## src/rtl/fifo_rd_master_if.sv

```systemverilog
// Handshake bundle for fifo_rd_master: the FIFO read port plus the
// downstream valid/ready stream. master = the read master, slave = the
// FIFO side together with the stream consumer.
interface fifo_rd_master_if #(
    parameter int FIFO_WIDTH = 16
);
    logic                  fifo_empty;
    logic [FIFO_WIDTH-1:0] fifo_data_out;
    logic                  fifo_underflow;
    logic                  fifo_rd_en;
    logic                  m_valid;
    logic                  m_ready;
    logic [FIFO_WIDTH-1:0] m_data;

    modport master (
        input  fifo_empty,
        input  fifo_data_out,
        input  fifo_underflow,
        input  m_ready,
        output fifo_rd_en,
        output m_valid,
        output m_data
    );

    modport slave (
        output fifo_empty,
        output fifo_data_out,
        output fifo_underflow,
        output m_ready,
        input  fifo_rd_en,
        input  m_valid,
        input  m_data
    );
endinterface

```

## src/rtl/fifo_rd_master.sv

```systemverilog
// fifo_rd_master: drains a synchronous FIFO (1-cycle registered read
// latency) into a valid/ready stream. A small circular buffer absorbs the
// read latency, so the block sustains one word per cycle and never drops a
// word when m_ready falls.
// Optional feature macro: FIFO_RD_STATS_EN adds the rd_count delivery
// counter and the sticky err_underflow flag; the datapath is identical
// either way.
module fifo_rd_master #(
    parameter int FIFO_WIDTH = 16,
    parameter int BUF_DEPTH  = 2,
    parameter int CNT_WIDTH  = 16
) (
    input  logic                 clk,
    input  logic                 rst,
    fifo_rd_master_if.master     bus
`ifdef FIFO_RD_STATS_EN
    ,
    output logic [CNT_WIDTH-1:0] rd_count,
    output logic                 err_underflow
`endif
);

    localparam int CW = $clog2(BUF_DEPTH + 1);
    localparam int IW = (BUF_DEPTH > 1) ? $clog2(BUF_DEPTH) : 1;
    localparam logic [CW:0]   DEPTH_W  = (CW + 1)'(BUF_DEPTH);
    localparam logic [IW-1:0] LAST_IDX = IW'(BUF_DEPTH - 1);

    logic [CW-1:0]         buf_count;
    logic                  inflight;
    logic [IW-1:0]         wr_idx;
    logic [IW-1:0]         rd_idx;
    logic [FIFO_WIDTH-1:0] buf_mem [BUF_DEPTH];

    logic                  pop;
    logic                  push;
    logic                  rd_en;
    logic [CW:0]           occ_after;

    // Handshake decode and read request. A read is issued only if the word
    // it returns is guaranteed a slot, counting the one already in flight
    // and the slot freed by this cycle's pop.
    always_comb begin
        pop       = (buf_count != '0) & bus.m_ready;
        push      = inflight & ~bus.fifo_underflow;
        occ_after = {1'b0, buf_count} + {{CW{1'b0}}, inflight} - {{CW{1'b0}}, pop};
        rd_en     = ~rst & ~bus.fifo_empty & (occ_after < DEPTH_W);
    end

    assign bus.fifo_rd_en = rd_en;
    assign bus.m_valid    = (buf_count != '0);
    assign bus.m_data     = buf_mem[rd_idx];

    // Buffer state: capture the returning FIFO word, advance indices, track
    // occupancy. Reset clears the storage so m_data reads back as zero.
    always_ff @(posedge clk) begin
        if (rst) begin
            buf_count <= '0;
            inflight  <= 1'b0;
            wr_idx    <= '0;
            rd_idx    <= '0;
            for (int i = 0; i < BUF_DEPTH; i++) begin
                buf_mem[i] <= '0;
            end
        end else begin
            inflight <= rd_en;
            if (push) begin
                buf_mem[wr_idx] <= bus.fifo_data_out;
                wr_idx          <= (wr_idx == LAST_IDX) ? '0 : wr_idx + IW'(1);
            end
            if (pop) begin
                rd_idx <= (rd_idx == LAST_IDX) ? '0 : rd_idx + IW'(1);
            end
            case ({push, pop})
                2'b10:   buf_count <= buf_count + CW'(1);
                2'b01:   buf_count <= buf_count - CW'(1);
                default: buf_count <= buf_count;
            endcase
        end
    end

`ifdef FIFO_RD_STATS_EN
    // Delivery counter (wraps naturally) and sticky underflow flag; a word
    // lost to underflow is reported here since the datapath silently drops it.
    always_ff @(posedge clk) begin
        if (rst) begin
            rd_count      <= '0;
            err_underflow <= 1'b0;
        end else begin
            if (pop) begin
                rd_count <= rd_count + CNT_WIDTH'(1);
            end
            if (inflight & bus.fifo_underflow) begin
                err_underflow <= 1'b1;
            end
        end
    end
`endif

endmodule
```

## src/flat_wrapper.sv

```systemverilog
// flat-port wrapper written by rule: the top's interface ports become plain ports
module fifo_rd_master_flat 
#(
    parameter int FIFO_WIDTH = 16,
    parameter int BUF_DEPTH  = 2,
    parameter int CNT_WIDTH  = 16
)
  (clk, rst, bus_fifo_empty, bus_fifo_data_out, bus_fifo_underflow, bus_m_ready, bus_fifo_rd_en, bus_m_valid, bus_m_data);
  fifo_rd_master_if #(.FIFO_WIDTH(FIFO_WIDTH)) bus_i ();
  input  logic clk;
  input  logic rst;
  input wire logic [$bits(bus_i.fifo_empty)-1:0] bus_fifo_empty;
  input wire logic [$bits(bus_i.fifo_data_out)-1:0] bus_fifo_data_out;
  input wire logic [$bits(bus_i.fifo_underflow)-1:0] bus_fifo_underflow;
  input wire logic [$bits(bus_i.m_ready)-1:0] bus_m_ready;
  output wire logic [$bits(bus_i.fifo_rd_en)-1:0] bus_fifo_rd_en;
  output wire logic [$bits(bus_i.m_valid)-1:0] bus_m_valid;
  output wire logic [$bits(bus_i.m_data)-1:0] bus_m_data;
  assign bus_i.fifo_empty = bus_fifo_empty;
  assign bus_i.fifo_data_out = bus_fifo_data_out;
  assign bus_i.fifo_underflow = bus_fifo_underflow;
  assign bus_i.m_ready = bus_m_ready;
  assign bus_fifo_rd_en = bus_i.fifo_rd_en;
  assign bus_m_valid = bus_i.m_valid;
  assign bus_m_data = bus_i.m_data;
  fifo_rd_master #(.FIFO_WIDTH(FIFO_WIDTH), .BUF_DEPTH(BUF_DEPTH), .CNT_WIDTH(CNT_WIDTH)) u_core (.clk(clk), .rst(rst), .bus(bus_i));
endmodule
```

## config.mk

```make
export PLATFORM = sky130hd
export DESIGN_NAME = fifo_rd_master_flat
export DESIGN_NICKNAME = d
export VERILOG_FILES = /design/src/rtl/fifo_rd_master_if.sv /design/src/rtl/fifo_rd_master.sv /design/src/flat_wrapper.sv
export SDC_FILE = /design/constraint.sdc
export NUM_CORES = 1
export LEC_CHECK = 0
export CAP_MARGIN = 20
export CORE_ASPECT_RATIO = 1.4
export CORE_UTILIZATION = 54
export DETAILED_ROUTE_END_ITERATION = 10
export DONT_BUFFER_PORTS = 1
export PLACE_DENSITY = 0.69
export SETUP_SLACK_MARGIN = 0.15
export SLEW_MARGIN = 5
export SYNTH_ARGS = -nofsm -noshare
export SYNTH_HDL_FRONTEND = slang
export SYNTH_SLANG_ARGS = --single-unit
```

## constraint.sdc

```tcl
create_clock -name clk -period 2.8 [get_ports clk]
set_clock_uncertainty 0.2 [all_clocks]
set_input_delay 0.56 -clock clk [delete_from_list [all_inputs] [get_ports clk]]
set_output_delay 0.56 -clock clk [all_outputs]
set_load 0.01 [all_outputs]
```

[After elaboration in Yosys (flattened, before gate mapping)]
Memories as Yosys holds them, arrays and structs flattened. A register that Yosys moved wholly into a read port is not among the register bits.
Cells that the tools add are included.
Cells by class
  add/sub/neg operators: 6
  $lt $le $gt $ge: 1
  eq/ne operators: 2
  muxes and demuxes: 13
  bitwise gates (word level): 7
  reduce and logical (&&, ||, !) cells: 3
Operators by type and width (number)
  $mux W16: 1
  $reduce_or A16 Y1: 1
  $mux W1: 11
  $and A1 B1 Y1: 4
  $pmux W2 S2: 1
  $reduce_bool A2 Y1: 2
  $add A2 B1 Y3: 1
  $lt A3 B2 Y1 const B: 1
  $not A1 Y1: 3
  $sub A3 B1 Y3: 1
  $add A1 B1 Y1 const B: 2
  $add A2 B1 Y2 const B: 1
  $eq A2 B1 Y1 const B: 1
  $eq A2 B2 Y1 const B: 1
  $sub A2 B1 Y2 const B: 1
Word-level totals
  bits in registers: 5
  RAM bits: 32
  input port bits: 21
  word-level logic and storage cells: 37
  memories: 1
Memories
  u_core.buf_mem: depth 2, width 16, rd ports 1, clocked after Yosys merged registers in 1, wr ports 2, RTL line fifo_rd_master.sv:32  | logic [FIFO_WIDTH-1:0] buf_mem [BUF_DEPTH];

[Logic depth before layout (Yosys ltp)]
  depth in word-level cells: 7
  gate-level depth with buffers: 6
  depth with buffers taken out: 6

[Worst setup path after synthesis]
OpenSTA, ideal clock, no wires.
  path kind: input to output
  start point: in bus_m_ready
  end point: out bus_fifo_rd_en
  data arrival time: 2.081 ns
  slack: -0.041 ns
  stages on the path: 6
  path buffers: 0
  cell sequence: o21a_1 > ha_1 > nand2b_1 > fa_1 > xor2_1 > nor4b_1
Between the ends
  longest elaborated chain between the ends: 4
Ends and longest elaborated chain
  start, declared: RTL line flat_wrapper.sv:15  | input wire logic [$bits(bus_i.m_ready)-1:0] bus_m_ready;
  $and A1 B1 Y1: RTL line fifo_rd_master.sv:43  | pop = (buf_count != '0) & bus.m_ready;
  $sub A3 B1 Y3: RTL line fifo_rd_master.sv:45  | occ_after = {1'b0, buf_count} + {{CW{1'b0}}, inflight} - {{CW{1'b0}}, pop};
  $lt A3 B2 Y1: RTL line fifo_rd_master.sv:46  | rd_en = ~rst & ~bus.fifo_empty & (occ_after < DEPTH_W);
  $and A1 B1 Y1: RTL line fifo_rd_master.sv:46
  end, declared: RTL line flat_wrapper.sv:16  | output wire logic [$bits(bus_i.fifo_rd_en)-1:0] bus_fifo_rd_en;
No other way between the ends.

[Final worst setup path]
  start point: reg u_core.buf_count[0]
  end point: out bus_fifo_rd_en
Between the ends
  longest elaborated chain between the ends: 5
  elaborated cells between the ends (all ways): 6
  classes of those cells: add/sub: 2; order compare: 1; bitwise: 2; reduce/logical: 1
Ends and longest elaborated chain
  start, declared: RTL line fifo_rd_master.sv:28  | logic [CW-1:0] buf_count;
  start signal, assigned: RTL line fifo_rd_master.sv:74  | 2'b10: buf_count <= buf_count + CW'(1);
  start signal, assigned: RTL line fifo_rd_master.sv:75  | 2'b01: buf_count <= buf_count - CW'(1);
  start signal, assigned: RTL line fifo_rd_master.sv:76  | default: buf_count <= buf_count;
  $reduce_bool A2 Y1: RTL line fifo_rd_master.sv:43
  $and A1 B1 Y1: RTL line fifo_rd_master.sv:43
  via u_core.pop: RTL line fifo_rd_master.sv:34  | logic pop;
  $sub A3 B1 Y3: RTL line fifo_rd_master.sv:45
  $lt A3 B2 Y1: RTL line fifo_rd_master.sv:46
  $and A1 B1 Y1: RTL line fifo_rd_master.sv:46
The timed path passes the listed nets, and every way through them passes these cells.

==> impl_table.tex <==
\begin{tabular}{lr}
\hline
Metric & Value \\
\hline
\multicolumn{2}{l}{\textbf{Pwr}} \\
\quad P\_leak & $\sim$0.74 nW \\
\quad Maximum vdd ir drop & around 0.00057 V \\
\quad Power density relative to cell area & roughly 750 nW/um\^{}2 \\
\multicolumn{2}{l}{\textbf{Floorplanning}} \\
\quad Die Height & a little under 70 um \\
\quad Starting utilization of the core area & between 50\% and 60\% \\
\quad Number of primary I/O pins & 39 \\
\quad Cell row count & 23 \\
\quad Die width & between 40 and 50 um \\
\quad DIE AREA & $\sim$3400 um\^{}2 \\
\quad Area of the placeable core & just under 3000 um\^{}2 \\
\multicolumn{2}{l}{\textbf{Clocking}} \\
\quad CTS sink count & 38 \\
\quad Number of clock buffers inserted by TritonCTS & 5 \\
\quad Clock-pin slew of the registers on the worst-case setup and hold paths & about 0.070 ns \\
\quad H-tree levels & 2 \\
\quad CTS tree & done \\
\quad Deepest clock path buffer count & 2 \\
\quad Root cell of the clock tree & sky130\_fd\_sc\_hd\_\_clkbuf\_8 \\
\quad Clk Latency, worst-skew pair & 0.29 ns \\
\multicolumn{2}{l}{\textbf{Synthesis}} \\
\quad Post-Syn Nets & roughly 160 \\
\quad Count of cell types in the netlist & 23 \\
\quad Avg Cell Area, Syn & roughly 12 um\^{}2 \\
\quad Post-synthesis cell type with the largest combined area & sky130\_fd\_sc\_hd\_\_edfxtp\_1 \\
\quad Register bit count reported by yosys & 38 \\
\quad Cell types occupying the most area after synthesis & sky130\_fd\_sc\_hd\_\_edfxtp\_1, sky130\_fd\_sc\_hd\_\_mux2\_2, sky130\_fd\_sc\_hd\_\_dfxtp\_1 \\
\quad Area fraction of the dominant cell type after synthesis & about 56\% \\
\quad Proportion of synthesized chip area in sequential cells & between 60\% and 70\% \\
\quad Total of warnings raised by yosys & 0 \\
\quad Number of instances in the synthesized netlist & roughly 140 \\
\quad Post-Syn Area & about 1700 um\^{}2 \\
\multicolumn{2}{l}{\textbf{Timing}} \\
\quad Slew Viols, Final & 0 \\
\quad Fin Hold WS & approximately 0.13 ns \\
\quad Setup repair after global routing missed its margin & true \\
\quad Post-route setup slack & -0.0544 ns \\
\quad Slew at the pin closest to its max-slew limit & between 0.7 and 0.8 ns \\
\quad Tcrit/Tclk final & 102\% \\
\quad Setup violations, final & 1 \\
\quad Maximum frequency from static timing analysis & about 350 MHz \\
\quad Min Tclk post-route & roughly 2.9 ns \\
\quad Final hold violation count & 0 \\
\quad Rel. slew slack & 47.9\% \\
\multicolumn{2}{l}{\textbf{Critical path}} \\
\quad Worst Path Buf+Inv & 0 \\
\quad Cell chain of the critical path & o21a\_1 -> ha\_1 -> nand2b\_4 -> fa\_2 -> xor2\_2 -> nor4b\_4 \\
\quad CP max FO & 5 \\
\quad Class of the most critical setup path & reg -> out \\
\quad Worst path slowest cell & sky130\_fd\_sc\_hd\_\_dfxtp\_2 \\
\quad Data arrival, critical path & between 2 and 2.5 ns \\
\quad Setup crit start kind & flop \\
\quad CP endpoint kind & primary output \\
\quad Required @ worst endpoint & 2.04 ns \\
\quad Cell class contributing the biggest share of worst-path delay & adder cells \\
\quad Crit path largest cell delay & approximately 0.35 ns \\
\multicolumn{2}{l}{\textbf{Global route}} \\
\quad Pin count of the biggest net entering global routing & 18 \\
\quad First-pass GRT wire length & just under 5000 um \\
\quad Global routing usage on met3 & approximately 5.5\% \\
\quad Overall track demand over capacity in global routing & 20.1\% \\
\quad Met1 usage in global routing & between 20\% and 30\% \\
\quad Gr ovfl total & 0 \\
\quad Met2 track demand over resource in global routing & a little over a third \\
\quad Initial antenna violation count & 0 \\
\quad Highest-utilization routing layer at the global route stage & met2 \\
\quad Via count of the first global-routing pass & 1057 \\
\multicolumn{2}{l}{\textbf{Route}} \\
\quad Vias per cell & about 5.6 \\
\quad Number of DRC violations after detailed-routing iteration 0 & 22 \\
\quad Routed wirelength normalized by instance count & $\sim$16 um \\
\quad Routed wire length & roughly 3000 um \\
\quad Detailed Routing Iterations Pass 1 & 4 \\
\quad Residual DRC count & 0 \\
\quad Vias post-DR & $\sim$1000 \\
\quad Detail Route Antenna Nets & 0 \\
\multicolumn{2}{l}{\textbf{Placement}} \\
\quad IO buf count & 0 \\
\quad Placed insts & approximately 170 \\
\quad Dpl hpwl & between 1500 and 2000 um \\
\quad Final weighted congestion of routability-driven global placement & around 0.74 \\
\multicolumn{2}{l}{\textbf{Layout}} \\
\quad Ant diodes & 0 \\
\quad P\&R area growth vs syn & 10.1\% \\
\quad Most used cells in the layout excluding fill and tap cells & sky130\_fd\_sc\_hd\_\_edfxtp\_1, sky130\_fd\_sc\_hd\_\_nor2\_1, sky130\_fd\_sc\_hd\_\_nand2\_1 \\
\quad Fin nets & 167 \\
\quad Leading cell type in the layout, fill and taps excluded & sky130\_fd\_sc\_hd\_\_edfxtp\_1 \\
\quad Fraction of final layout cells sized beyond drive strength 1 & approximately a quarter \\
\quad Filler-free cell count of the finished design & $\sim$180 \\
\quad \# fillers & 241 \\
\multicolumn{2}{l}{\textbf{Run}} \\
\quad Max-capacitance violation count & 0 \\
\multicolumn{2}{l}{\textbf{Run status}} \\
\quad Violated checks & negative setup slack \\
\quad Run status & complete, but fails checks \\
\multicolumn{2}{l}{\textbf{Min path}} \\
\quad Hold/Removal Path Class & in -> reg \\
\hline
\end{tabular}
[cell usage after synthesis]
master / n
sky130_fd_sc_hd__or3_1: 1
sky130_fd_sc_hd__mux2_2: 16
sky130_fd_sc_hd__o21ai_0: 1
sky130_fd_sc_hd__inv_1: 1
sky130_fd_sc_hd__clkbuf_1: 3
sky130_fd_sc_hd__o21a_1: 1
sky130_fd_sc_hd__and2b_1: 1
sky130_fd_sc_hd__nor4b_1: 2
sky130_fd_sc_hd__dfxtp_1: 6
sky130_fd_sc_hd__fa_1: 1
sky130_fd_sc_hd__xnor2_1: 2
sky130_fd_sc_hd__nand2_1: 18
sky130_fd_sc_hd__o21bai_1: 1
sky130_fd_sc_hd__and3_1: 16
sky130_fd_sc_hd__nand2b_1: 4
sky130_fd_sc_hd__ha_1: 2
sky130_fd_sc_hd__or2_2: 1
sky130_fd_sc_hd__nor2_1: 19
sky130_fd_sc_hd__edfxtp_1: 32
sky130_fd_sc_hd__xor2_1: 2
sky130_fd_sc_hd__nor2_2: 1
sky130_fd_sc_hd__buf_2: 5
sky130_fd_sc_hd__a21oi_1: 2
[where the power goes]
| part | internal (mW) | switching (mW) |
|---|---|---|
| clock | 0.171 | 0.182 |
| combinational | 0.160 | 0.169 |
| sequential | 0.684 | 0.0516 |
[routing by layer]
layer | part of all wire [%] | routed length [um]
met5 | 0 | 0
met4 | 2.7 | 80
met3 | 6.4 | 189
met2 | 52 | 1520
met1 | 39 | 1150
[final timing paths]
kind / depth (start not counted) / start / slack, ns / endpoint
min: 1 / rst / 0.13 / u_core.buf_count[0]$_SDFFE_PP0P_
min reg2reg: 2 / u_core.wr_idx$_SDFFE_PP0P_ / 0.27 / u_core.wr_idx$_SDFFE_PP0P_
max reg2reg: 6 / u_core.buf_count[0]$_SDFFE_PP0P_ / 0.78 / u_core.inflight$_SDFF_PP0_
max: 6 / u_core.buf_count[0]$_SDFFE_PP0P_ / -0.05 / bus_fifo_rd_en
[sequential cells by signal, indices dropped and copies added (netlist names), named ones only]
name / flops
u_core.buf_count: 2
u_core.buf_mem: 32
u_core.inflight: 1
u_core.rd_idx: 1
u_core.wr_idx: 1
[area by class of cell]
| class | instances | area (um^2) | area share, % |
|---|---|---|---|
| Timing Repair Buffer | 6 | 45.0 | 2.38 |
| Clock buffer | 6 | 72.6 | 3.83 |
| Tap cell | 37 | 46.3 | 2.45 |
| Inverter | 1 | 3.75 | 0.198 |
| Multi-Input combinational cell | 91 | 634 | 33.5 |
| Sequential cell | 38 | 1080 | 57.2 |
| Clock inverter | 2 | 8.76 | 0.463 |
[cells by family after synthesis]
kind of cell / synth area share [%]
compound gates: 1.75
buf+inv: 2.33
flops: 62.9
fa+ha+maj: 2.62
mux: 10.5
xor+xnor: 2.04
simple gates: 17.9
[through the flow]
step / worst slack (ns) / TNS, ns / utilization [%] / cell area [um^2] / power, mW
floorplan: 0.121 / 0 / - / 1750 / 1.01
global placement: 0.0922 / 0 / 61.4 / 1800 / 1.06
detailed placement: 0.0458 / 0 / 61.4 / 1800 / 1.08
CTS: -0.134 / -0.134 / 64.5 / 1890 / 1.43
global route: -0.121 / -0.121 / 64.5 / 1890 / 1.49
finish: -0.0544 / -0.0544 / 64.5 / 1890 / 1.42
[repair_timing]
item	4_1_cts	5_1_grt
endpoints found under the setup margin	1	1
pin swaps	2	1
resized for setup	1	0
hold buffers	0	0
setup buffers	1	0
[worst register-to-register path: cells and delay by family (launching register included)]
kind	cells	cell delay (ns)
DFF	1	0.35
and+or+nand+nor	2	0.36
AOI/OAI and AO/OA	1	0.21
xor gates and xnor gates	1	0.17
adders and majority gates	2	0.64
(Power assumes the default switching activity.)
